===== config.mk =====
export PLATFORM = sky130hd
export DESIGN_NAME = uart_core_flat
export DESIGN_NICKNAME = d
export VERILOG_FILES = /design/src/rtl/uart_pkg.sv /design/src/rtl/uart_if.sv /design/src/rtl/uart_fifo.sv /design/src/rtl/uart_core.sv /design/src/flat_wrapper.sv
export SDC_FILE = /design/constraint.sdc
export NUM_CORES = 1
export LEC_CHECK = 0
export CORE_ASPECT_RATIO = 0.8
export CORE_MARGIN = 3
export CORE_UTILIZATION = 50
export CTS_CLUSTER_SIZE = 24
export DETAILED_ROUTE_END_ITERATION = 7
export DONT_BUFFER_PORTS = 1
export PLACE_DENSITY = 0.67
export SETUP_SLACK_MARGIN = 0.2
export SKIP_CTS_REPAIR_TIMING = 1
export SYNTH_ARGS = -nofsm -noshare
export SYNTH_HDL_FRONTEND = slang
export SYNTH_HIERARCHICAL = 1
export SYNTH_SLANG_ARGS = --single-unit

===== constraint.sdc =====
create_clock -name clk -period 4.6 [get_ports clk]
set_input_delay 0.69 -clock clk [delete_from_list [all_inputs] [get_ports clk]]
set_output_delay 0.69 -clock clk [all_outputs]
set_load 0.01 [all_outputs]

===== src/rtl/uart_pkg.sv =====
// Shared definitions for the UART transceiver: parity modes, FSM encodings
// and the parity helper used by both the transmitter and the receiver.
package uart_pkg;

    localparam logic [1:0] PARITY_NONE = 2'd0;
    localparam logic [1:0] PARITY_EVEN = 2'd1;
    localparam logic [1:0] PARITY_ODD  = 2'd2;

    localparam int MAX_DATA_BITS = 9;

    typedef enum logic [2:0] {
        TX_IDLE   = 3'd0,
        TX_START  = 3'd1,
        TX_DATA   = 3'd2,
        TX_PARITY = 3'd3,
        TX_STOP   = 3'd4
    } tx_state_e;

    typedef enum logic [2:0] {
        RX_IDLE   = 3'd0,
        RX_START  = 3'd1,
        RX_DATA   = 3'd2,
        RX_PARITY = 3'd3,
        RX_STOP   = 3'd4
    } rx_state_e;

    // Narrower words are zero-extended by the caller; zeros do not alter the XOR.
    function automatic logic parity_bit(input logic [MAX_DATA_BITS-1:0] data,
                                        input logic [1:0] mode);
        logic p;
        p = ^data;
        case (mode)
            PARITY_EVEN: parity_bit = p;
            PARITY_ODD:  parity_bit = ~p;
            default:     parity_bit = 1'b0;
        endcase
    endfunction

endpackage


===== src/rtl/uart_if.sv =====
// Host-side bus of the UART: TX valid/ready, RX FIFO head/pop and sticky errors.
interface uart_if #(
    parameter int DATA_BITS  = 8,
    parameter int FIFO_DEPTH = 4
);
    localparam int COUNT_W = $clog2(FIFO_DEPTH + 1);

    logic [DATA_BITS-1:0] tx_data;
    logic                 tx_valid;
    logic                 tx_ready;
    logic [DATA_BITS-1:0] rx_data;
    logic                 rx_valid;
    logic                 rx_ready;
    logic [COUNT_W-1:0]   rx_count;
    logic                 err_parity;
    logic                 err_frame;
    logic                 err_overrun;
    logic                 err_clr;

    modport master (
        output tx_data, tx_valid, rx_ready, err_clr,
        input  tx_ready, rx_data, rx_valid, rx_count,
        input  err_parity, err_frame, err_overrun
    );

    modport slave (
        input  tx_data, tx_valid, rx_ready, err_clr,
        output tx_ready, rx_data, rx_valid, rx_count,
        output err_parity, err_frame, err_overrun
    );

endinterface


===== src/rtl/uart_fifo.sv =====
// Synchronous FIFO for received words; a pop on a full FIFO makes room for a
// same-cycle push, and the head holds the last popped word while empty.
module uart_fifo #(
    parameter int WIDTH = 8,
    parameter int DEPTH = 4
) (
    input  logic                         clk,
    input  logic                         reset_n,
    input  logic                         push,
    input  logic [WIDTH-1:0]             push_data,
    input  logic                         pop,
    output logic [WIDTH-1:0]             head,
    output logic                         full,
    output logic                         empty,
    output logic [$clog2(DEPTH+1)-1:0]   count
);
    localparam int PTR_W = $clog2(DEPTH);
    localparam int CNT_W = $clog2(DEPTH + 1);

    logic [WIDTH-1:0] mem_r [DEPTH];
    logic [PTR_W-1:0] wr_ptr_r;
    logic [PTR_W-1:0] rd_ptr_r;
    logic [CNT_W-1:0] count_r;
    logic [WIDTH-1:0] last_r;
    logic             do_push_s;
    logic             do_pop_s;

    assign empty = (count_r == {CNT_W{1'b0}});
    assign full  = (count_r == CNT_W'(DEPTH));
    assign count = count_r;
    assign head  = empty ? last_r : mem_r[rd_ptr_r];

    // Qualify push/pop against the occupancy seen this cycle.
    always_comb begin
        do_pop_s  = pop & ~empty;
        do_push_s = push & (~full | do_pop_s);
    end

    // Storage array write port.
    always_ff @(posedge clk) begin
        if (do_push_s) begin
            mem_r[wr_ptr_r] <= push_data;
        end
    end

    // Pointer, occupancy and last-popped-word registers.
    always_ff @(posedge clk or negedge reset_n) begin
        if (!reset_n) begin
            wr_ptr_r <= {PTR_W{1'b0}};
            rd_ptr_r <= {PTR_W{1'b0}};
            count_r  <= {CNT_W{1'b0}};
            last_r   <= {WIDTH{1'b0}};
        end else begin
            if (do_push_s) begin
                wr_ptr_r <= wr_ptr_r + PTR_W'(1);
            end
            if (do_pop_s) begin
                rd_ptr_r <= rd_ptr_r + PTR_W'(1);
                last_r   <= mem_r[rd_ptr_r];
            end
            case ({do_push_s, do_pop_s})
                2'b10:   count_r <= count_r + CNT_W'(1);
                2'b01:   count_r <= count_r - CNT_W'(1);
                default: count_r <= count_r;
            endcase
        end
    end

endmodule


===== src/rtl/uart_core.sv =====
// Full-duplex UART: divisor-timed TX shifter with valid/ready, mid-bit
// sampling RX with start validation, RX FIFO and sticky error flags.
module uart_core
    import uart_pkg::*;
#(
    parameter int DATA_BITS    = 8,
    parameter int CLKS_PER_BIT = 16,
    parameter int PARITY       = 0,
    parameter int STOP_BITS    = 1,
    parameter int FIFO_DEPTH   = 4
) (
    input  logic clk,
    input  logic reset_n,
    uart_if.slave bus,
    output logic tx_pin,
    input  logic rx_pin
);
    localparam int CNT_W = $clog2(STOP_BITS * CLKS_PER_BIT);
    localparam int BIT_W = $clog2(DATA_BITS);
    localparam logic [CNT_W-1:0] BIT_LAST  = CNT_W'(CLKS_PER_BIT - 1);
    localparam logic [CNT_W-1:0] HALF_LAST = CNT_W'(CLKS_PER_BIT / 2 - 1);
    localparam logic [CNT_W-1:0] STOP_LAST = CNT_W'(STOP_BITS * CLKS_PER_BIT - 1);
    localparam logic [BIT_W-1:0] DATA_LAST = BIT_W'(DATA_BITS - 1);
    localparam logic             PAR_EN    = (PARITY != 0);
    localparam logic [1:0]       PAR_MODE  = 2'(PARITY);

    tx_state_e            tx_state_r, tx_state_s;
    logic [CNT_W-1:0]     tx_cnt_r, tx_cnt_s;
    logic [BIT_W-1:0]     tx_bit_r, tx_bit_s;
    logic [DATA_BITS-1:0] tx_shift_r, tx_shift_s;
    logic                 tx_par_r, tx_par_s;
    logic                 tx_pin_r, tx_pin_s;
    logic                 tx_ready_r;

    rx_state_e            rx_state_r, rx_state_s;
    logic [CNT_W-1:0]     rx_cnt_r, rx_cnt_s;
    logic [BIT_W-1:0]     rx_bit_r, rx_bit_s;
    logic [DATA_BITS-1:0] rx_shift_r, rx_shift_s;
    logic                 rx_par_r, rx_par_s;
    logic                 rx_s1_r, rx_s2_r, rx_prev_r;
    logic                 push_s, par_err_s, frame_err_s, ovr_err_s, pop_s;
    logic                 fifo_full_s, fifo_empty_s;
    logic                 err_parity_r, err_frame_r, err_overrun_r;

    assign tx_pin          = tx_pin_r;
    assign bus.tx_ready    = tx_ready_r;
    assign bus.rx_valid    = ~fifo_empty_s;
    assign bus.err_parity  = err_parity_r;
    assign bus.err_frame   = err_frame_r;
    assign bus.err_overrun = err_overrun_r;

    // TX state register; pin and ready are registered from the next state.
    always_ff @(posedge clk or negedge reset_n) begin
        if (!reset_n) begin
            tx_state_r <= TX_IDLE;
            tx_cnt_r   <= {CNT_W{1'b0}};
            tx_bit_r   <= {BIT_W{1'b0}};
            tx_shift_r <= {DATA_BITS{1'b0}};
            tx_par_r   <= 1'b0;
            tx_pin_r   <= 1'b1;
            tx_ready_r <= 1'b1;
        end else begin
            tx_state_r <= tx_state_s;
            tx_cnt_r   <= tx_cnt_s;
            tx_bit_r   <= tx_bit_s;
            tx_shift_r <= tx_shift_s;
            tx_par_r   <= tx_par_s;
            tx_pin_r   <= tx_pin_s;
            tx_ready_r <= (tx_state_s == TX_IDLE);
        end
    end

    // TX next state: each bit period is CLKS_PER_BIT cycles, stop is STOP_BITS periods.
    always_comb begin
        tx_state_s = tx_state_r;
        tx_cnt_s   = tx_cnt_r + CNT_W'(1);
        tx_bit_s   = tx_bit_r;
        tx_shift_s = tx_shift_r;
        tx_par_s   = tx_par_r;
        case (tx_state_r)
            TX_IDLE: begin
                tx_cnt_s = {CNT_W{1'b0}};
                if (bus.tx_valid) begin
                    tx_state_s = TX_START;
                    tx_shift_s = bus.tx_data;
                    tx_par_s   = parity_bit(MAX_DATA_BITS'(bus.tx_data), PAR_MODE);
                end else begin
                    tx_state_s = TX_IDLE;
                end
            end
            TX_START: begin
                if (tx_cnt_r == BIT_LAST) begin
                    tx_state_s = TX_DATA;
                    tx_cnt_s   = {CNT_W{1'b0}};
                    tx_bit_s   = {BIT_W{1'b0}};
                end else begin
                    tx_state_s = TX_START;
                end
            end
            TX_DATA: begin
                if (tx_cnt_r == BIT_LAST) begin
                    tx_cnt_s   = {CNT_W{1'b0}};
                    tx_shift_s = {1'b0, tx_shift_r[DATA_BITS-1:1]};
                    if (tx_bit_r == DATA_LAST) begin
                        tx_state_s = PAR_EN ? TX_PARITY : TX_STOP;
                    end else begin
                        tx_bit_s = tx_bit_r + BIT_W'(1);
                    end
                end else begin
                    tx_state_s = TX_DATA;
                end
            end
            TX_PARITY: begin
                if (tx_cnt_r == BIT_LAST) begin
                    tx_state_s = TX_STOP;
                    tx_cnt_s   = {CNT_W{1'b0}};
                end else begin
                    tx_state_s = TX_PARITY;
                end
            end
            TX_STOP: begin
                if (tx_cnt_r == STOP_LAST) begin
                    tx_state_s = TX_IDLE;
                    tx_cnt_s   = {CNT_W{1'b0}};
                end else begin
                    tx_state_s = TX_STOP;
                end
            end
            default: begin
                tx_state_s = TX_IDLE;
                tx_cnt_s   = {CNT_W{1'b0}};
            end
        endcase
    end

    // TX output: line level for the state being entered.
    always_comb begin
        tx_pin_s = 1'b1;
        case (tx_state_s)
            TX_START:  tx_pin_s = 1'b0;
            TX_DATA:   tx_pin_s = tx_shift_s[0];
            TX_PARITY: tx_pin_s = tx_par_s;
            default:   tx_pin_s = 1'b1;
        endcase
    end

    // RX synchroniser, edge-detect history and state register.
    always_ff @(posedge clk or negedge reset_n) begin
        if (!reset_n) begin
            rx_s1_r    <= 1'b1;
            rx_s2_r    <= 1'b1;
            rx_prev_r  <= 1'b1;
            rx_state_r <= RX_IDLE;
            rx_cnt_r   <= {CNT_W{1'b0}};
            rx_bit_r   <= {BIT_W{1'b0}};
            rx_shift_r <= {DATA_BITS{1'b0}};
            rx_par_r   <= 1'b0;
        end else begin
            rx_s1_r    <= rx_pin;
            rx_s2_r    <= rx_s1_r;
            rx_prev_r  <= rx_s2_r;
            rx_state_r <= rx_state_s;
            rx_cnt_r   <= rx_cnt_s;
            rx_bit_r   <= rx_bit_s;
            rx_shift_r <= rx_shift_s;
            rx_par_r   <= rx_par_s;
        end
    end

    // RX next state: half a bit to the start midpoint, then one bit per sample.
    always_comb begin
        rx_state_s = rx_state_r;
        rx_cnt_s   = rx_cnt_r + CNT_W'(1);
        rx_bit_s   = rx_bit_r;
        rx_shift_s = rx_shift_r;
        rx_par_s   = rx_par_r;
        case (rx_state_r)
            RX_IDLE: begin
                rx_cnt_s = {CNT_W{1'b0}};
                if (rx_prev_r && !rx_s2_r) begin
                    rx_state_s = RX_START;
                end else begin
                    rx_state_s = RX_IDLE;
                end
            end
            RX_START: begin
                if (rx_cnt_r == HALF_LAST) begin
                    rx_cnt_s   = {CNT_W{1'b0}};
                    rx_bit_s   = {BIT_W{1'b0}};
                    rx_state_s = rx_s2_r ? RX_IDLE : RX_DATA;
                end else begin
                    rx_state_s = RX_START;
                end
            end
            RX_DATA: begin
                if (rx_cnt_r == BIT_LAST) begin
                    rx_cnt_s   = {CNT_W{1'b0}};
                    rx_shift_s = {rx_s2_r, rx_shift_r[DATA_BITS-1:1]};
                    if (rx_bit_r == DATA_LAST) begin
                        rx_state_s = PAR_EN ? RX_PARITY : RX_STOP;
                    end else begin
                        rx_bit_s = rx_bit_r + BIT_W'(1);
                    end
                end else begin
                    rx_state_s = RX_DATA;
                end
            end
            RX_PARITY: begin
                if (rx_cnt_r == BIT_LAST) begin
                    rx_state_s = RX_STOP;
                    rx_cnt_s   = {CNT_W{1'b0}};
                    rx_par_s   = rx_s2_r;
                end else begin
                    rx_state_s = RX_PARITY;
                end
            end
            RX_STOP: begin
                if (rx_cnt_r == BIT_LAST) begin
                    rx_state_s = RX_IDLE;
                    rx_cnt_s   = {CNT_W{1'b0}};
                end else begin
                    rx_state_s = RX_STOP;
                end
            end
            default: begin
                rx_state_s = RX_IDLE;
                rx_cnt_s   = {CNT_W{1'b0}};
            end
        endcase
    end

    // RX output: push and error detection at the first stop-bit sample.
    always_comb begin
        push_s = 1'b0;
        case (rx_state_r)
            RX_STOP: push_s = (rx_cnt_r == BIT_LAST);
            default: push_s = 1'b0;
        endcase
        pop_s       = bus.rx_ready & ~fifo_empty_s;
        par_err_s   = push_s & PAR_EN &
                      (rx_par_r != parity_bit(MAX_DATA_BITS'(rx_shift_r), PAR_MODE));
        frame_err_s = push_s & ~rx_s2_r;
        ovr_err_s   = push_s & fifo_full_s & ~pop_s;
    end

    // Sticky error flags; a same-cycle set wins over err_clr.
    always_ff @(posedge clk or negedge reset_n) begin
        if (!reset_n) begin
            err_parity_r  <= 1'b0;
            err_frame_r   <= 1'b0;
            err_overrun_r <= 1'b0;
        end else begin
            err_parity_r  <= par_err_s   | (err_parity_r  & ~bus.err_clr);
            err_frame_r   <= frame_err_s | (err_frame_r   & ~bus.err_clr);
            err_overrun_r <= ovr_err_s   | (err_overrun_r & ~bus.err_clr);
        end
    end

    uart_fifo #(
        .WIDTH (DATA_BITS),
        .DEPTH (FIFO_DEPTH)
    ) u_rx_fifo (
        .clk       (clk),
        .reset_n   (reset_n),
        .push      (push_s),
        .push_data (rx_shift_r),
        .pop       (bus.rx_ready),
        .head      (bus.rx_data),
        .full      (fifo_full_s),
        .empty     (fifo_empty_s),
        .count     (bus.rx_count)
    );

endmodule

===== src/flat_wrapper.sv =====
// flat-port wrapper written by rule: the top's interface ports become plain ports
module uart_core_flat import uart_pkg::*;
#(
    parameter int DATA_BITS    = 8,
    parameter int CLKS_PER_BIT = 16,
    parameter int PARITY       = 0,
    parameter int STOP_BITS    = 1,
    parameter int FIFO_DEPTH   = 4
)
  (clk, reset_n, tx_pin, rx_pin, bus_tx_data, bus_tx_valid, bus_rx_ready, bus_err_clr, bus_tx_ready, bus_rx_data, bus_rx_valid, bus_rx_count, bus_err_parity, bus_err_frame, bus_err_overrun);
  uart_if #(.DATA_BITS(DATA_BITS), .FIFO_DEPTH(FIFO_DEPTH)) bus_i ();
  input  logic clk;
  input  logic reset_n;
  output logic tx_pin;
  input  logic rx_pin;
  input wire logic [$bits(bus_i.tx_data)-1:0] bus_tx_data;
  input wire logic [$bits(bus_i.tx_valid)-1:0] bus_tx_valid;
  input wire logic [$bits(bus_i.rx_ready)-1:0] bus_rx_ready;
  input wire logic [$bits(bus_i.err_clr)-1:0] bus_err_clr;
  output wire logic [$bits(bus_i.tx_ready)-1:0] bus_tx_ready;
  output wire logic [$bits(bus_i.rx_data)-1:0] bus_rx_data;
  output wire logic [$bits(bus_i.rx_valid)-1:0] bus_rx_valid;
  output wire logic [$bits(bus_i.rx_count)-1:0] bus_rx_count;
  output wire logic [$bits(bus_i.err_parity)-1:0] bus_err_parity;
  output wire logic [$bits(bus_i.err_frame)-1:0] bus_err_frame;
  output wire logic [$bits(bus_i.err_overrun)-1:0] bus_err_overrun;
  assign bus_i.tx_data = bus_tx_data;
  assign bus_i.tx_valid = bus_tx_valid;
  assign bus_i.rx_ready = bus_rx_ready;
  assign bus_i.err_clr = bus_err_clr;
  assign bus_tx_ready = bus_i.tx_ready;
  assign bus_rx_data = bus_i.rx_data;
  assign bus_rx_valid = bus_i.rx_valid;
  assign bus_rx_count = bus_i.rx_count;
  assign bus_err_parity = bus_i.err_parity;
  assign bus_err_frame = bus_i.err_frame;
  assign bus_err_overrun = bus_i.err_overrun;
  uart_core #(.DATA_BITS(DATA_BITS), .CLKS_PER_BIT(CLKS_PER_BIT), .PARITY(PARITY), .STOP_BITS(STOP_BITS), .FIFO_DEPTH(FIFO_DEPTH)) u_core (.clk(clk), .reset_n(reset_n), .bus(bus_i), .tx_pin(tx_pin), .rx_pin(rx_pin));
endmodule

## After elaboration in Yosys (flattened, before gate mapping)

Memories as Yosys holds them, arrays and structs flattened.
Index checks and enable logic that the tools add are counted.

- Add/subtract/negate cells: 8
- Equality and inequality tests: 27
- Mux-type cells: 39
- Reductions and logical operators: 16
- Bitwise operators: 16

Operators with widths:

| cell | number |
|---|---|
| 3-bit 2-to-1 mux | 15 |
| 3-bit case mux with 5 select lines | 2 |
| 8-bit 2-to-1 mux | 3 |
| 3-bit by 2-bit equality test with 1-bit output, second input constant | 6 |
| 3-bit case mux with 2 select lines | 3 |
| 4-bit 2-to-1 mux | 4 |
| 8-bit case mux with 2 select lines | 1 |
| 3-bit equality test, second input constant | 5 |
| 3-bit zero test | 4 |
| 3-bit by 1-bit adder with 3-bit output, second input constant | 3 |
| 3-bit by 1-bit equality test with 1-bit output, second input constant | 3 |
| 4-bit by 1-bit adder with 4-bit output, second input constant | 2 |
| 1-bit bitwise AND | 8 |
| 4-bit equality test, second input constant | 2 |
| 2-bit by 1-bit != test with 1-bit output, second input constant | 4 |
| 4-bit case mux with 2 select lines | 1 |
| 4-bit AND reduction | 2 |
| 2-bit nonzero test | 4 |
| 1-bit 2-to-1 mux | 7 |
| 2-bit != test, second input constant | 3 |
| 1-bit NOT | 5 |
| 2-bit by 1-bit adder with 2-bit output, second input constant | 2 |
| 4-bit by 3-bit equality test with 1-bit output, second input constant | 1 |
| 2-bit 2-to-1 mux | 2 |
| 12 further kinds | 14 |

- Flip-flop bits (word level): 60
- Memories kept: 1
- Bits in writable memories: 32
- Logic and storage cells: 129

Memory list:

| memory | words | bits a word | read ports | clocked after Yosys merged registers in | wr ports | line | source |
|---|---|---|---|---|---|---|---|
| u_core.u_rx_fifo.mem_r | 4 | 8 | 1 | 0 | 1 | uart_fifo.sv:20 | `logic [WIDTH-1:0] mem_r [DEPTH];` |

## Logic depth before layout (Yosys ltp)

- Word-level depth: 7
- Gate-level depth with buffers: 13
- Depth with buffers taken out: 12

## Hierarchy

The synthesis kept the hierarchy.

Modules (own cells, without submodules):

| module | area an instance (um^2) | times used | cells each |
|---|---|---|---|
| uart_core | 2,075.7 | 1 | 185 |
| uart_fifo | 1,978.1 | 1 | 105 |

## Worst setup path after synthesis

OpenSTA, ideal clock, no wires.

- Kind: reg2reg
- From: register u_core.rx_cnt_r[0]
- To: register u_core.u_rx_fifo.count_r[2], in the netlist u_core/u_rx_fifo/count[2]
- Slack: 2.312 ns
- Path buffers: 1
- Arrival time: 2.209 ns
- Stages on the path, launching flop included: 14
- Data required time: 4.521 ns
- Cell sequence: dfrtp_1 -> ha_1 -> and2_1 -> clkbuf_1 -> nand4_1 -> inv_1 -> o21a_4 -> inv_1 -> ha_1 -> inv_1 -> fa_1 -> xor2_1 -> nor2_1 -> xor2_1

- Cells in the longest elaborated chain, start to end: 5
- Elaborated cells on any way between the ends: 7
- Classes of those cells: 3 x eq/ne; 2 x mux; 1 x bitwise; 1 x reduce/logical

RTL lines:

| item | line | source |
|---|---|---|
| from (decl) | uart_core.sv:36 | `logic [CNT_W-1:0] rx_cnt_r, rx_cnt_s;` |
| from (signal assigned) | uart_core.sv:154 | `rx_cnt_r <= {CNT_W{1'b0}};` |
| from (signal assigned) | uart_core.sv:163 | `rx_cnt_r <= rx_cnt_s;` |
| 4-bit equality test (*) | uart_core.sv:236 | `RX_STOP: push_s = (rx_cnt_r == BIT_LAST);` |
| 1-bit 2-to-1 mux (*) | uart_core.sv:235 | `case (rx_state_r)` |
| net u_core.push_s | uart_core.sv:41 | `logic push_s, par_err_s, frame_err_s, ovr_err_s, pop_s;` |
| 1-bit bitwise AND (*) | uart_fifo.sv:36 | `do_push_s = push & (~full \| do_pop_s);` |
| 2-bit by 1-bit equality test with 1-bit output / 2-bit equality test (equally long branches) | uart_fifo.sv:61 | `case ({do_push_s, do_pop_s})` |
| 3-bit case mux with 2 select lines / 2-bit nonzero test (equally long branches) | - |  |
| to (signal assigned) | uart_fifo.sv:62 | `2'b10: count_r <= count_r + CNT_W'(1);` |
| to (signal assigned) | uart_fifo.sv:63 | `2'b01: count_r <= count_r - CNT_W'(1);` |
| to (signal assigned) | uart_fifo.sv:64 | `default: count_r <= count_r;` |
| to (decl) | uart_fifo.sv:23 | `logic [CNT_W-1:0] count_r;` |

Mark *: on every way through the listed nets, which the timed path passes. The rest lies on a longest branch.
A chain may end at the register's enable or synchronous reset.

## Worst setup path after layout

- From: register u_core.u_rx_fifo.rd_ptr_r[0]
- To: output port bus_rx_data[3]

- Cells in the longest elaborated chain, start to end: 2

RTL lines:

| item | line | source |
|---|---|---|
| from (decl) | uart_fifo.sv:22 | `logic [PTR_W-1:0] rd_ptr_r;` |
| from (signal assigned) | uart_fifo.sv:50 | `rd_ptr_r <= {PTR_W{1'b0}};` |
| from (signal assigned) | uart_fifo.sv:58 | `rd_ptr_r <= rd_ptr_r + PTR_W'(1);` |
| memory read 4 x 8 bit | - |  |
| 8-bit 2-to-1 mux | uart_fifo.sv:31 | `assign head = empty ? last_r : mem_r[rd_ptr_r];` |
| to (decl) | flat_wrapper.sv:21 | `output wire logic [$bits(bus_i.rx_data)-1:0] bus_rx_data;` |

No other way between the ends.

==> flow_summary.ini <==
[placed_design]
routabilityCongestion = 0.783
dpl.cell_count = 386
place_area_sq_um = 4110
dp_hpwl_microns = 4160
pre_cts_ws_ns = 2.21
port_buffers = 0

[power_and_ir_drop]
p_leak_nw = 1.77
vdd_drop_max_uv = 212
total_power_mw = 2.22
p_per_area_nw_per_um2 = 511

[clock_network]
cts.sinks = 92
root_buffer = clkbuf_8
clk_latency_ns = 0.35
cts_tree = built
clk_path_buf_depth = 2
cts_made_buffers = 9
cts-htree-levels = 3
clk_pin_slew_ns = 0.09

[sta]
min_period_ns = 2.68
final.setup.tns_ns = 0
setup_viol = 0
max_slew_margin = 0.312
finClkSkew_ns = 0.00850
fin_ws_ns = 1.92
timing.hold.ws_ns = 0.0314
final-max-slew-violation-count = 0
rsz0062_at_grt = no
worst_pin_slew_ns = 1.03
fmax_mhz = 373
fin_crit_sh = 0.583
hold_viol_final = 0

[global_route]
grt_max_degree = 61
grt_pass1_vias = 2140
gr-usage-all-layers = 0.151
antenna_found_initial = 0
grt_overflow = 0
grt_pass1_wl_microns = 10800

[drt]
drtIter0Drc = 132
vias = 2180
wl_per_cell_microns = 15.8
ant_nets = 0
via_per_inst = 5.41
finalWirelength_microns = 6360
dr.pass1.iters = 4
drc = 0

[layout]
post-route-util = 0.570
drive_gt1_frac = 0.235
antenna_cells = 0
nets = 319
fillers = 632
areaGrowthSynthToFinish_pct = 7.31
final_area_sq_um = 4350
finalNonFillerCells = 403

[die]
die_w_microns = 107
coreArea_sq_um = 7640
die_h_microns = 86.5
rows = 28
die_area_sq_um = 9230
start_util = 0.531
ioPinCount = 31

[synthesis]
yosys_most_used_dff = dfrtp_1
yosysMostFrequentCell = dfrtp_1
synth_area_leaders = dfrtp_1 (34%), edfxtp_1 (24%), mux2_2 (6.9%), mux4_2 (4.4%), ha_1 (3.4%)
syn_area_per_cell_sq_um = 14.0
yosysSeqAreaShare = 0.609
yosys-top-cells-count = dfrtp_1 (55), edfxtp_1 (32), mux2_2 (25)
synth_top_area_frac = 0.340
yosys_warnings = 6
ys_types = 54
synthArstFlopShare = 0.652
ys_ff_latch = 92
yosysTopAreaCell = dfrtp_1
syn_nets = 316
synth_area_sq_um = 4050
synth_edf_count = 32
synthCells = 290

[min_path]
hold_class = in2async

[worst_setup_path]
end_kind = primary output
critPathArrivalTime_ns = 1.99
worstPathMaxFanout = 10
rrSetupSlack_ns = 2.21
required_ns = 3.91
critPathKind = reg2out
start_kind = register

[outcome]
outcome = finished, final reports clean

[run]
maxCapViolCount = 0
placed cells by master (no fill, tap or decap), types with 2 or more instances in the layout:
cell and count:
o21ai_0 11, mux4_2 8, nor2_1 12, nor2b_1 6
edfxtp_1 32, dfrtp_1 55, and2_2 4, ha_1 11
xnor2_1 8, xor2_1 4, mux2_2 25, and2_1 2
inv_1 21, nand3_1 4, a21oi_1 5, a22o_1 2
o22ai_1 3, dfstp_2 5, inv_8 2, mux2i_1 2
clkbuf_8 9, nand2_1 19, nor3_1 4, clkinvlp_4 2
a22oi_1 9
layer usage:
metal | track usage | vias to the layer above | routed length, microns
li1 | - | 1053 | -
met1 | 0.224 | 1074 | 3090
met2 | 0.208 | 49 | 2830
met3 | 0.0588 | 4 | 411
met4 | 0.0418 | 0 | 29
met5 | 0 | - | 0
sequential cells by signal, summed over array words and instances, names as in the netlist, 3 cells and up:
| signal | cells |
|---|---|
| u_core/tx_state_r | 3 |
| u_core/u_rx_fifo/count | 3 |
| u_core/tx_cnt_r | 4 |
| u_core/rx_cnt_r | 4 |
| u_core/u_rx_fifo/mem_r | 32 |
| u_core/rx_shift_r | 8 |
| u_core/tx_shift_r | 8 |
| u_core/u_rx_fifo/last_r | 8 |
| u_core/tx_bit_r | 3 |
| u_core/rx_bit_r | 3 |
| u_core/rx_state_r | 3 |
worst paths after layout:
| kind | start | end | depth (start not counted) |
|---|---|---|---|
| min in group clk | rx_pin | u_core/rx_s1_r$_DFF_PN1_ | 0 |
| max | u_core/u_rx_fifo/rd_ptr_r[0]$_DFFE_PN0P_ | bus_rx_data[3] | 2 |
| min reg2reg | u_core/rx_s1_r$_DFF_PN1_ | u_core/rx_s2_r$_DFF_PN1_ | 0 |
| max in group asynchronous | reset_n | u_core/rx_cnt_r[3]$_DFF_PN0_ | 1 |
| max reg2reg | u_core/rx_cnt_r[0]$_DFF_PN0_ | u_core/u_rx_fifo/count[2]$_DFFE_PN0P_ | 12 |
| min | reset_n | u_core/u_rx_fifo/wr_ptr_r[0]$_DFFE_PN0P_ | 0 |
critical path, cell delays in order, from the launching register on:
cell and delay, ns:
dfrtp_1 0.71, mux4_2 0.61, mux2_2 0.32
power breakdown:
| part | switching, mW | leakage [nW] | internal, mW |
|---|---|---|---|
| combinational | 0.245 | 0.654 | 0.265 |
| clock | 0.296 | 0.101 | 0.243 |
| sequential | 0.183 | 1.02 | 0.991 |
layout make-up:
class                      instances  area (sq um)  area share
tap                              105           131      0.0302
clock buffer                      10           149      0.0342
sequential                        92          2470       0.567
timing repair buffer               1          27.5     0.00633
multi-input combinational        168          1430       0.329
clock inverter                     6          62.6      0.0144
inverter                          21          78.8      0.0181
cells by family after synthesis:
| logic type | after synthesis | synth area share |
|---|---|---|
| fa+ha+maj | 12 | 0.0389 |
| xor+xnor | 12 | 0.0259 |
| mux | 36 | 0.123 |
| buf+inv | 30 | 0.0377 |
| compound gates | 42 | 0.0738 |
| flops | 92 | 0.609 |
| simple gates | 66 | 0.0923 |
Note: power is estimated with default switching activity, not from simulation.
